**config.mk**
```make
export PLATFORM = sky130hd
export DESIGN_NAME = mole_round_engine
export DESIGN_NICKNAME = d
export VERILOG_FILES = /design/src/rtl/mole_round_engine.sv
export SDC_FILE = /design/constraint.sdc
export NUM_CORES = 1
export LEC_CHECK = 0
export ABC_AREA = 0
export BUFFER_PORTS_ARGS = -buffer_cell sky130_fd_sc_hd__buf_4
export CAP_MARGIN = 5
export CORE_UTILIZATION = 47
export CTS_CLUSTER_SIZE = 20
export DETAILED_ROUTE_END_ITERATION = 12
export PLACE_DENSITY_LB_ADDON = 0.3
export SYNTH_ARGS = -nofsm -noshare
export SYNTH_HDL_FRONTEND = slang
export SYNTH_SLANG_ARGS = --single-unit
```
**constraint.sdc**
```tcl
create_clock -name clk -period 9.1 [get_ports clk]
set_clock_uncertainty 0.05 [all_clocks]
set_input_delay 0.455 -clock clk [delete_from_list [all_inputs] [get_ports clk]]
set_output_delay 0.455 -clock clk [all_outputs]
set_load 0.01 [all_outputs]
```
**src/rtl/mole_round_engine.sv**
```systemverilog
// Whack-a-mole round engine: round FSM, seconds countdown, LFSR-driven mole
// spawning with difficulty-scaled lifetime and concurrency, and saturating
// tap scoring. Every output comes straight from a flop.
module mole_round_engine #(
  parameter int N_HOLES   = 8,
  parameter int SCORE_W   = 12,
  parameter int GAME_SEC  = 30,
  parameter int TICK_DIV  = 100_000_000,
  parameter int SPAWN_DIV = 25_000_000
) (
  input  logic               clk,
  input  logic               reset_n,
  input  logic               start,
  input  logic               pause,
  input  logic [1:0]         difficulty,
  input  logic [N_HOLES-1:0] tap,
  output logic [N_HOLES-1:0] holes,
  output logic [SCORE_W-1:0] score,
  output logic [7:0]         time_left,
  output logic               playing,
  output logic               game_over
);

  localparam int TICK_W  = (TICK_DIV > 1) ? $clog2(TICK_DIV) : 1;
  localparam int SPAWN_W = (SPAWN_DIV > 1) ? $clog2(SPAWN_DIV) : 1;
  // Headroom so hits*(1+d) and misses never wrap the signed intermediate.
  localparam int SUM_W   = SCORE_W + 10;
  localparam logic [SCORE_W-1:0] SCORE_MAX = '1;

  typedef enum logic [1:0] {S_IDLE, S_PLAY, S_PAUSE, S_OVER} state_e;

  state_e                    state_q, state_d;
  logic [TICK_W-1:0]         tick_q, tick_d;
  logic [SPAWN_W-1:0]        spawn_q, spawn_d;
  logic [7:0]                time_q, time_d;
  logic [SCORE_W-1:0]        score_q, score_d;
  logic [N_HOLES-1:0]        map_q, map_d;
  logic [N_HOLES-1:0][1:0]   age_q, age_d;
  logic [1:0]                diff_q, diff_d;
  logic [15:0]               lfsr_q, lfsr_d;
  logic [N_HOLES-1:0]        holes_q, holes_d;
  logic                      playing_q, playing_d;
  logic                      game_over_q, game_over_d;

  logic                      start_ok, active, tick_wrap, spawn_wrap, round_end;
  logic [7:0]                hit_cnt, miss_cnt, live_cnt, cap, cand_idx;
  logic [N_HOLES-1:0]        expired, live_map, cand_onehot;
  logic [N_HOLES-1:0][1:0]   aged_age;
  logic [2:0]                lifetime;
  logic                      spawn_ok;
  logic [SUM_W-1:0]          gain, sum;
  logic [SCORE_W-1:0]        score_sat;

  assign start_ok   = start && (state_q == S_IDLE || state_q == S_OVER);
  assign active     = (state_q == S_PLAY) && !pause;
  assign tick_wrap  = active && (tick_q == TICK_W'(TICK_DIV - 1));
  assign spawn_wrap = active && (spawn_q == SPAWN_W'(SPAWN_DIV - 1));
  assign round_end  = tick_wrap && (time_q == 8'd1);
  assign lifetime   = 3'd4 - {1'b0, diff_q};
  assign lfsr_d     = {lfsr_q[14:0], lfsr_q[15] ^ lfsr_q[13] ^ lfsr_q[12] ^ lfsr_q[10]};
  assign cand_idx   = lfsr_q[7:0] % 8'(N_HOLES);

  // Classify this cycle's taps against the map as it stands before any expiry.
  always_comb begin
    hit_cnt  = '0;
    miss_cnt = '0;
    for (int i = 0; i < N_HOLES; i++) begin
      if (tap[i] && map_q[i])  hit_cnt  = hit_cnt + 8'd1;
      if (tap[i] && !map_q[i]) miss_cnt = miss_cnt + 8'd1;
    end
  end

  // Spawn-slot aging, expiry, occupancy count and candidate selection.
  always_comb begin
    logic [2:0] new_age;
    // NOTE: every variable gets a default before any branch so no latch is inferred.
    aged_age    = age_q;
    expired     = '0;
    live_cnt    = '0;
    cand_onehot = '0;
    new_age     = '0;
    for (int i = 0; i < N_HOLES; i++) begin
      if (map_q[i]) begin
        new_age = {1'b0, age_q[i]} + 3'd1;
        if (new_age == lifetime) expired[i] = 1'b1;
        else                     aged_age[i] = new_age[1:0];
      end
    end
    live_map = map_q & ~expired;
    // Occupancy is taken after expiry; moles hit this cycle still count.
    for (int i = 0; i < N_HOLES; i++) begin
      if (live_map[i]) live_cnt = live_cnt + 8'd1;
      if (8'(i) == cand_idx) cand_onehot[i] = 1'b1;
    end
    cap = 8'(diff_q) + 8'd1;
    if (cap > 8'(N_HOLES)) cap = 8'(N_HOLES);
    spawn_ok = (live_cnt < cap) && ((cand_onehot & (live_map | tap)) == '0);
  end

  // Net tap delta applied once, saturated to the score range.
  always_comb begin
    gain = SUM_W'(hit_cnt) * SUM_W'({1'b0, diff_q} + 3'd1);
    sum  = SUM_W'(score_q) + gain - SUM_W'(miss_cnt);
    if (sum[SUM_W-1])                 score_sat = '0;
    else if (sum > SUM_W'(SCORE_MAX)) score_sat = SCORE_MAX;
    else                              score_sat = sum[SCORE_W-1:0];
  end

  // Datapath next state: round setup on start, otherwise advance only when active.
  always_comb begin
    tick_d  = tick_q;
    spawn_d = spawn_q;
    time_d  = time_q;
    score_d = score_q;
    map_d   = map_q;
    age_d   = age_q;
    diff_d  = diff_q;
    if (start_ok) begin
      tick_d  = '0;
      spawn_d = '0;
      time_d  = 8'(GAME_SEC);
      score_d = '0;
      map_d   = '0;
      age_d   = '0;
      diff_d  = difficulty;
    end else if (active) begin
      tick_d  = tick_wrap  ? '0 : tick_q + TICK_W'(1);
      spawn_d = spawn_wrap ? '0 : spawn_q + SPAWN_W'(1);
      if (tick_wrap) time_d = time_q - 8'd1;
      score_d = score_sat;
      if (spawn_wrap) begin
        map_d = live_map & ~tap;
        age_d = aged_age;
        if (spawn_ok) begin
          map_d = map_d | cand_onehot;
          for (int i = 0; i < N_HOLES; i++)
            if (cand_onehot[i]) age_d[i] = 2'd0;
        end
      end else begin
        map_d = map_q & ~tap;
      end
      if (round_end) map_d = '0;
    end
  end

  // Round FSM next-state logic.
  always_comb begin
    state_d = state_q;
    case (state_q)
      S_IDLE, S_OVER: if (start) state_d = S_PLAY;
      S_PLAY: begin
        if (pause)          state_d = S_PAUSE;
        else if (round_end) state_d = S_OVER;
      end
      S_PAUSE:        if (!pause) state_d = S_PLAY;
      default:        state_d = S_IDLE;
    endcase
  end

  // Output next values, derived from the upcoming state so outputs stay registered.
  always_comb begin
    holes_d     = (state_d == S_PLAY) ? map_d : '0;
    playing_d   = (state_d == S_PLAY) || (state_d == S_PAUSE);
    game_over_d = (state_d == S_OVER) && (state_q != S_OVER);
  end

  // State and datapath registers.
  always_ff @(posedge clk or negedge reset_n) begin
    if (!reset_n) begin
      // NOTE: sequential state uses non-blocking assignments so every flop samples pre-edge values.
      state_q <= S_IDLE;
      tick_q  <= '0;
      spawn_q <= '0;
      time_q  <= 8'(GAME_SEC);
      score_q <= '0;
      map_q   <= '0;
      // NOTE: the small age array is reset too; it is plain flops, not a RAM, so reset costs nothing.
      age_q   <= '0;
      diff_q  <= '0;
      lfsr_q  <= 16'hACE1;
    end else begin
      state_q <= state_d;
      tick_q  <= tick_d;
      spawn_q <= spawn_d;
      time_q  <= time_d;
      score_q <= score_d;
      map_q   <= map_d;
      age_q   <= age_d;
      diff_q  <= diff_d;
      lfsr_q  <= lfsr_d;
    end
  end

  // Registered outputs.
  always_ff @(posedge clk or negedge reset_n) begin
    if (!reset_n) begin
      holes_q     <= '0;
      playing_q   <= 1'b0;
      game_over_q <= 1'b0;
    end else begin
      holes_q     <= holes_d;
      playing_q   <= playing_d;
      game_over_q <= game_over_d;
    end
  end

  assign holes     = holes_q;
  assign score     = score_q;
  assign time_left = time_q;
  assign playing   = playing_q;
  assign game_over = game_over_q;

endmodule
```
==> results of run 1 <==
-- flip-flops by register name (all words and copies together) (netlist names) --
| register | count |
|---|---|
| score | 12 |
| game_over | 1 |
| map_q | 8 |
| state_q | 2 |
| lfsr_q | 16 |
| playing | 1 |
| spawn_q | 25 |
| holes | 8 |
| diff_q | 2 |
| age_q | 16 |
| tick_q | 27 |
| time_left | 8 |
-- kinds of logic after synthesis --
| kind of cell | Yosys count | synth area share [%] |
|---|---|---|
| and+or+nand+nor | 425 | 22.50 |
| AOI/OAI and AO/OA | 173 | 11.88 |
| DFF | 126 | 33.79 |
| xor gates and xnor gates | 121 | 12.49 |
| buffers and inverters | 107 | 4.938 |
| adders and majority gates | 84 | 13.05 |
| muxes | 11 | 1.268 |
| other | 2 | 0.08010 |
-- final cells by class --
cell class,count,share of cell area [%]
inverter,72,2.564
sequential,126,30.06
tap,265,3.146
clock buffer,17,4.036
clock inverter,15,1.341
multi-input combinational,828,54.95
timing repair buffer,54,3.906
-- tightest hold or removal path, delay by kind of cell --
kind,cells,cell delay [ns]
and+or+nand+nor,1,0.04
AOI/OAI and AO/OA,1,0.06
buffers and inverters,1,0.08
-- synth_stat cells, types with 6 or more instances --
| master | n |
|---|---|
| ha_1 | 61 |
| xnor2_1 | 53 |
| or3_1 | 8 |
| nor4_1 | 23 |
| nand2b_1 | 10 |
| nor3_1 | 25 |
| or4_1 | 8 |
| and3_1 | 14 |
| inv_1 | 72 |
| a31oi_1 | 25 |
| dfrtp_1 | 114 |
| a21o_1 | 7 |
| nor2_1 | 99 |
| nand4_1 | 21 |
| o22ai_1 | 10 |
| nand3_1 | 57 |
| xor2_1 | 59 |
| mux2_2 | 7 |
| nor2b_1 | 15 |
| and2_1 | 14 |
| a31o_2 | 6 |
| a21oi_1 | 30 |
| a211oi_1 | 7 |
| buf_6 | 6 |
| nand2_1 | 110 |
| o21ai_0 | 52 |
| fa_1 | 23 |
| clkbuf_1 | 21 |
| dfstp_2 | 12 |
-- report_power, final --
group	internal (W)	switching, W
clock	0.000362	0.000299
combinational	0.000365	0.000635
sequential	0.000602	0.0000406
total	0.00133	0.000975
-- per-stage QoR --
step                      hold WS [ns]  total power (W)  worst slack (ns)
after floorplan                 0.1094         0.001394             1.070
after global placement          0.2845         0.001627            0.8273
after detailed placement        0.2927         0.001642            0.6023
after CTS                       0.1771         0.002317            0.6914
after global routing            0.1940         0.002475            0.2041
final                           0.1857         0.002304            0.7001
-- worst min-delay path by stage --
stage / endpoint / slack, ns / cells after the start
after floorplan: age_q[0] / 0.11 / 0
after global placement: lfsr_q[10] / 0.28 / 0
after detailed placement: lfsr_q[15] / 0.29 / 0
after CTS: diff_q[1] / 0.18 / 3
after global routing: diff_q[1] / 0.19 / 3
final: diff_q[1] / 0.19 / 3
-- routing by layer --
layer  share of wire (%)  track usage [%]
met2                  46            36.02
met3                 5.3            4.427
met5                   0                0
met1                  47            31.22
met4                 1.9            7.279
-- what timing repair did --
item / CTS / global route
endpoints found under the hold margin: 44 / 0
gates resized for setup: 0 / 0
hold buffers: 1 / 0
==> flow_summary.yaml, run 1 <==
clock_tree:
  cts.reportedPaths.clkPinSlew_ns: 0.07
  cts_buffers: 17
  h-tree-depth: 4
  cts_tree: "done"
  root_buffer: "clkbuf_16"
  clockBufferDepth: 2
  clock_latency_ns: 0.43
  cts.sinks: 126
  cts_setup_buffers: 0
critical_path:
  required_ns: 9.39
  path_delay_family: "adder cells"
  r2r_end: "score[4]"
  path_common_cell: "ha_1"
  slowest_stage: "fa_1"
  r2r_cells: 32
  r2r-start: "map_q[0]"
  critPathCapture: "score[4]"
  crit_start: "map_q[0]"
  cp-start-kind: "register"
  crit_fanout: 11
  reg2reg_slack_ns: 0.70
  path_class: "register to register"
  endpoint_kind: "register"
  crit_arrival_ns: 8.69
  slowest_delay_ns: 0.56
  crit_cells: 32
  path_buf_inv: 3
power_and_ir_drop:
  power-per-cell-area_mw_per_mm2: 218.6
  peakVddDrop_mv: 0.1347
  p_leak_nw: 4.752
placement:
  io_buffer_count: 43
  dp_cells: 1344
  gp_congestion: 0.8650
  hpwl_um: 15660
  placed_area_mm2: 0.009963
sta:
  finalSetupTns_ns: 0
  setup_viol: 0
  hold_viol: 0
  drv_slew: 0
  worst_slew_pin_slew_ns: 1.019
  rsz0062_at_grt: "no"
  fmax_ghz: 0.1191
  maxSlewHeadroom_pct: 32.08
  finalCritPeriodShare_pct: 92.31
  min_period_ns: 8.400
yosys:
  synth_warnings: 0
  yosys-top-cells-area: "dfrtp_1 30%, ha_1 8.1%, xor2_1 5.5%"
  syn_avg_cell_area_um2: 8.937
  yosys.area.top_type_share_pct: 30.43
  syn_inst: 1049
  synthArstFlopShare_pct: 100.0
  ys.flop_type: "dfrtp_1"
  yosysSeqAreaShare_pct: 33.79
  synth.distinct_cells: 77
  ys_ff_latch: 126
  synth_area_mm2: 0.009375
  synth_edf_count: 0
  yosysTopAreaCell: "dfrtp_1"
route:
  drt_iter0_drc: 574
  vias: 7646
  wl_um: 21600
  wl_per_cell_um: 15.69
  final_antenna_net_count: 0
  firstDrtPassIters: 5
  viasPerCell: 5.553
  drc: 0
job:
  maxCapViolations: 0
floorplan:
  start_util_pct: 48.01
  rows: 51
  die_y_um: 143.2
  die_area_mm2: 0.02052
  die_w_um: 143.2
  core_mm2: 0.01953
  io_pins: 44
cells_and_area:
  multi_input_area_mm2: 0.005792
  final_util_pct: 53.98
  mostFrequentLayoutCells: "114 x dfrtp_1, 110 x nand2_1, 98 x nor2_1"
  area_growth_pct: 12.42
  finish.instance_area_mm2: 0.01054
  drive_above_1_share_pct: 11.87
  nets: 1197
  fill_cells: 1811
  register_area_mm2: 0.003168
  antennaDiodeCount: 0
  stdcell_count: 1377
  final_common_cell: "dfrtp_1"
global_routing:
  grt_pass1_wl_um: 36430
  grt_pass1_vias: 7379
  grt.total_usage_pct: 22.75
  antenna_found_initial: 0
  grt-ovfl-total: 0
  grt_max_degree: 71
hold_path:
  hp-start: "difficulty[1]"
  hold_path.class: "input port to register"
status:
  status: "completed"
No activity file was read; power rests on OpenSTA's default activity.
==> run 2: changes to the inputs <==
- CELL_PAD_IN_SITES_DETAIL_PLACEMENT: default -> 0
- CELL_PAD_IN_SITES_GLOBAL_PLACEMENT: default -> 2
- CORE_UTILIZATION: 47 -> 40
==> flow_summary.yaml, run 2 (same netlist as run 1, synthesis figures left out) <==
status:
  status: "finished, violations left"
  violations: "negative hold slack"
critical_path:
  required_ns: 9.37
  r2r_end: "score[11]"
  r2r_cells: 31
  endpoint_kind: "register"
  crit_cells: 31
  cp-start-kind: "register"
  crit_fanout: 6
  path_delay_family: "adder cells"
  path_buf_inv: 2
  reg2reg_slack_ns: 0.78
  crit_arrival_ns: 8.59
  path_class: "register to register"
  slowest_delay_ns: 0.54
  path_common_cell: "ha_1"
  r2r-start: "map_q[0]"
  slowest_stage: "fa_1"
placement:
  gp_congestion: 0.8285
  io_buffer_count: 43
  hpwl_um: 17080
  dp_cells: 1394
  placed_area_mm2: 0.01004
route:
  viasPerCell: 5.286
  wl_um: 23240
  highest_layer: "met4"
  final_antenna_net_count: 0
  drt_iter0_drc: 367
  met1_length_um: 11540
  vias: 7538
  firstDrtPassIters: 5
  wl_met3_um: 1039
  wl_per_cell_um: 16.29
  wl_met2_um: 10350
  drc: 0
clock_tree:
  ctsHoldBuffers: 0
  h-tree-depth: 4
  root_buffer: "clkbuf_16"
  cts_setup_buffers: 0
  clockBufferDepth: 2
  ctsResizeCount: 0
  cts_tree: "done"
  cts.sinks: 126
  cts_buffers: 17
  cts.reportedPaths.clkPinSlew_ns: 0.07
  clock_latency_ns: 0.42
global_routing:
  grt_max_degree: 75
  antenna_found_initial: 0
  grt.total_usage_pct: 20.46
  grt-ovfl-total: 0
  grt_pass1_vias: 7302
  grt_pass1_wl_um: 38520
cells_and_area:
  reg_top3: "tick_q: 27 flops, spawn_q: 25 flops"
  final_common_cell: "dfrtp_1"
  nets: 1198
  antennaDiodeCount: 0
  stdcell_count: 1426
  area_growth_pct: 13.39
  drive_above_1_share_pct: 11.95
  finish.instance_area_mm2: 0.01063
  largest_reg_flops: 27
  fill_cells: 2238
  mostFrequentLayoutCells: "114 x dfrtp_1, 110 x nand2_1, 98 x nor2_1"
  regMostFlops: "tick_q"
power_and_ir_drop:
  p_sw_share_pct: 40.74
  comb_power_share_pct: 43.1
  power-per-cell-area_mw_per_mm2: 220.0
  p_leak_nw: 4.776
  peakVddDrop_mv: 0.1279
  p_int_w: 0.001386
  power_w: 0.002339
  seq_power_share_pct: 27.4
  switching_power_w: 0.0009528
  clockPowerShare_pct: 29.4
sta:
  fmax_ghz: 0.1202
  finalCritPeriodShare_pct: 91.41
  min_period_ns: 8.318
  rsz0062_at_grt: "no"
  finalSetupTns_ns: 0
  drv_slew: 0
  worst_slew_pin_slew_ns: 0.9831
  setup_viol: 0
  whs_ns: -0.01798
  hold_viol: 6
  maxSlewHeadroom_pct: 34.34
job:
  maxCapViolations: 0
floorplan:
  core_mm2: 0.02278
  die_area_mm2: 0.02405
  rows: 55
  io_pins: 44
  start_util_pct: 41.16
  die_y_um: 155.1
  die_w_um: 155.1
hold_path:
  hold_path.class: "input port to async pin"
-- run 2: worst max-delay path by stage --
stage               startpoint        end
floorplan               tap[0]  score[10]
global placement        tap[0]  score[11]
detailed placement      tap[0]  score[10]
CTS                   map_q[0]   score[4]
global route          map_q[0]  score[11]
finish                map_q[0]  score[11]
-- run 2: through the flow --
step	setup slack [ns]	util (%)	hold WS [ns]
final	0.7816	46.67	-0.01798
after global routing	0.2469	46.67	0.04331
after CTS	0.7799	46.67	0.02794
after detailed placement	0.6668	44.07	0.2865
after global placement	0.7890	44.07	0.2837
after floorplan	1.070	-	0.1094
-- run 2: cell type report --
class	instances	area, µm²	area share [%]
multi-input cells	828	5792	54.48
flip-flops and latches	126	3168	29.80
clock buffers	20	456.7	4.296
repair buffers	55	416.7	3.919
well taps	313	391.6	3.684
inverters	72	270.3	2.542
clock inverters	12	135.1	1.271
-- run 2: power by group through the flow --
stage | registers [W] | clock network (W) | logic [W]
after global routing | 0.000648 | 0.000728 | 0.00114
after CTS | 0.000644 | 0.000702 | 0.00102
after detailed placement | 0.000653 | 0 | 0.00101
final | 0.000641 | 0.000688 | 0.00101
after global placement | 0.000654 | 0 | 0.00101
after floorplan | 0.000650 | 0 | 0.000744
-- run 2: routing by layer --
layer | track usage (%) | vias up
met5 | 0 | -
met2 | 31.32 | 152
met3 | 4.039 | 22
met1 | 29.53 | 3617
met4 | 4.998 | 0
li1 | - | 3747
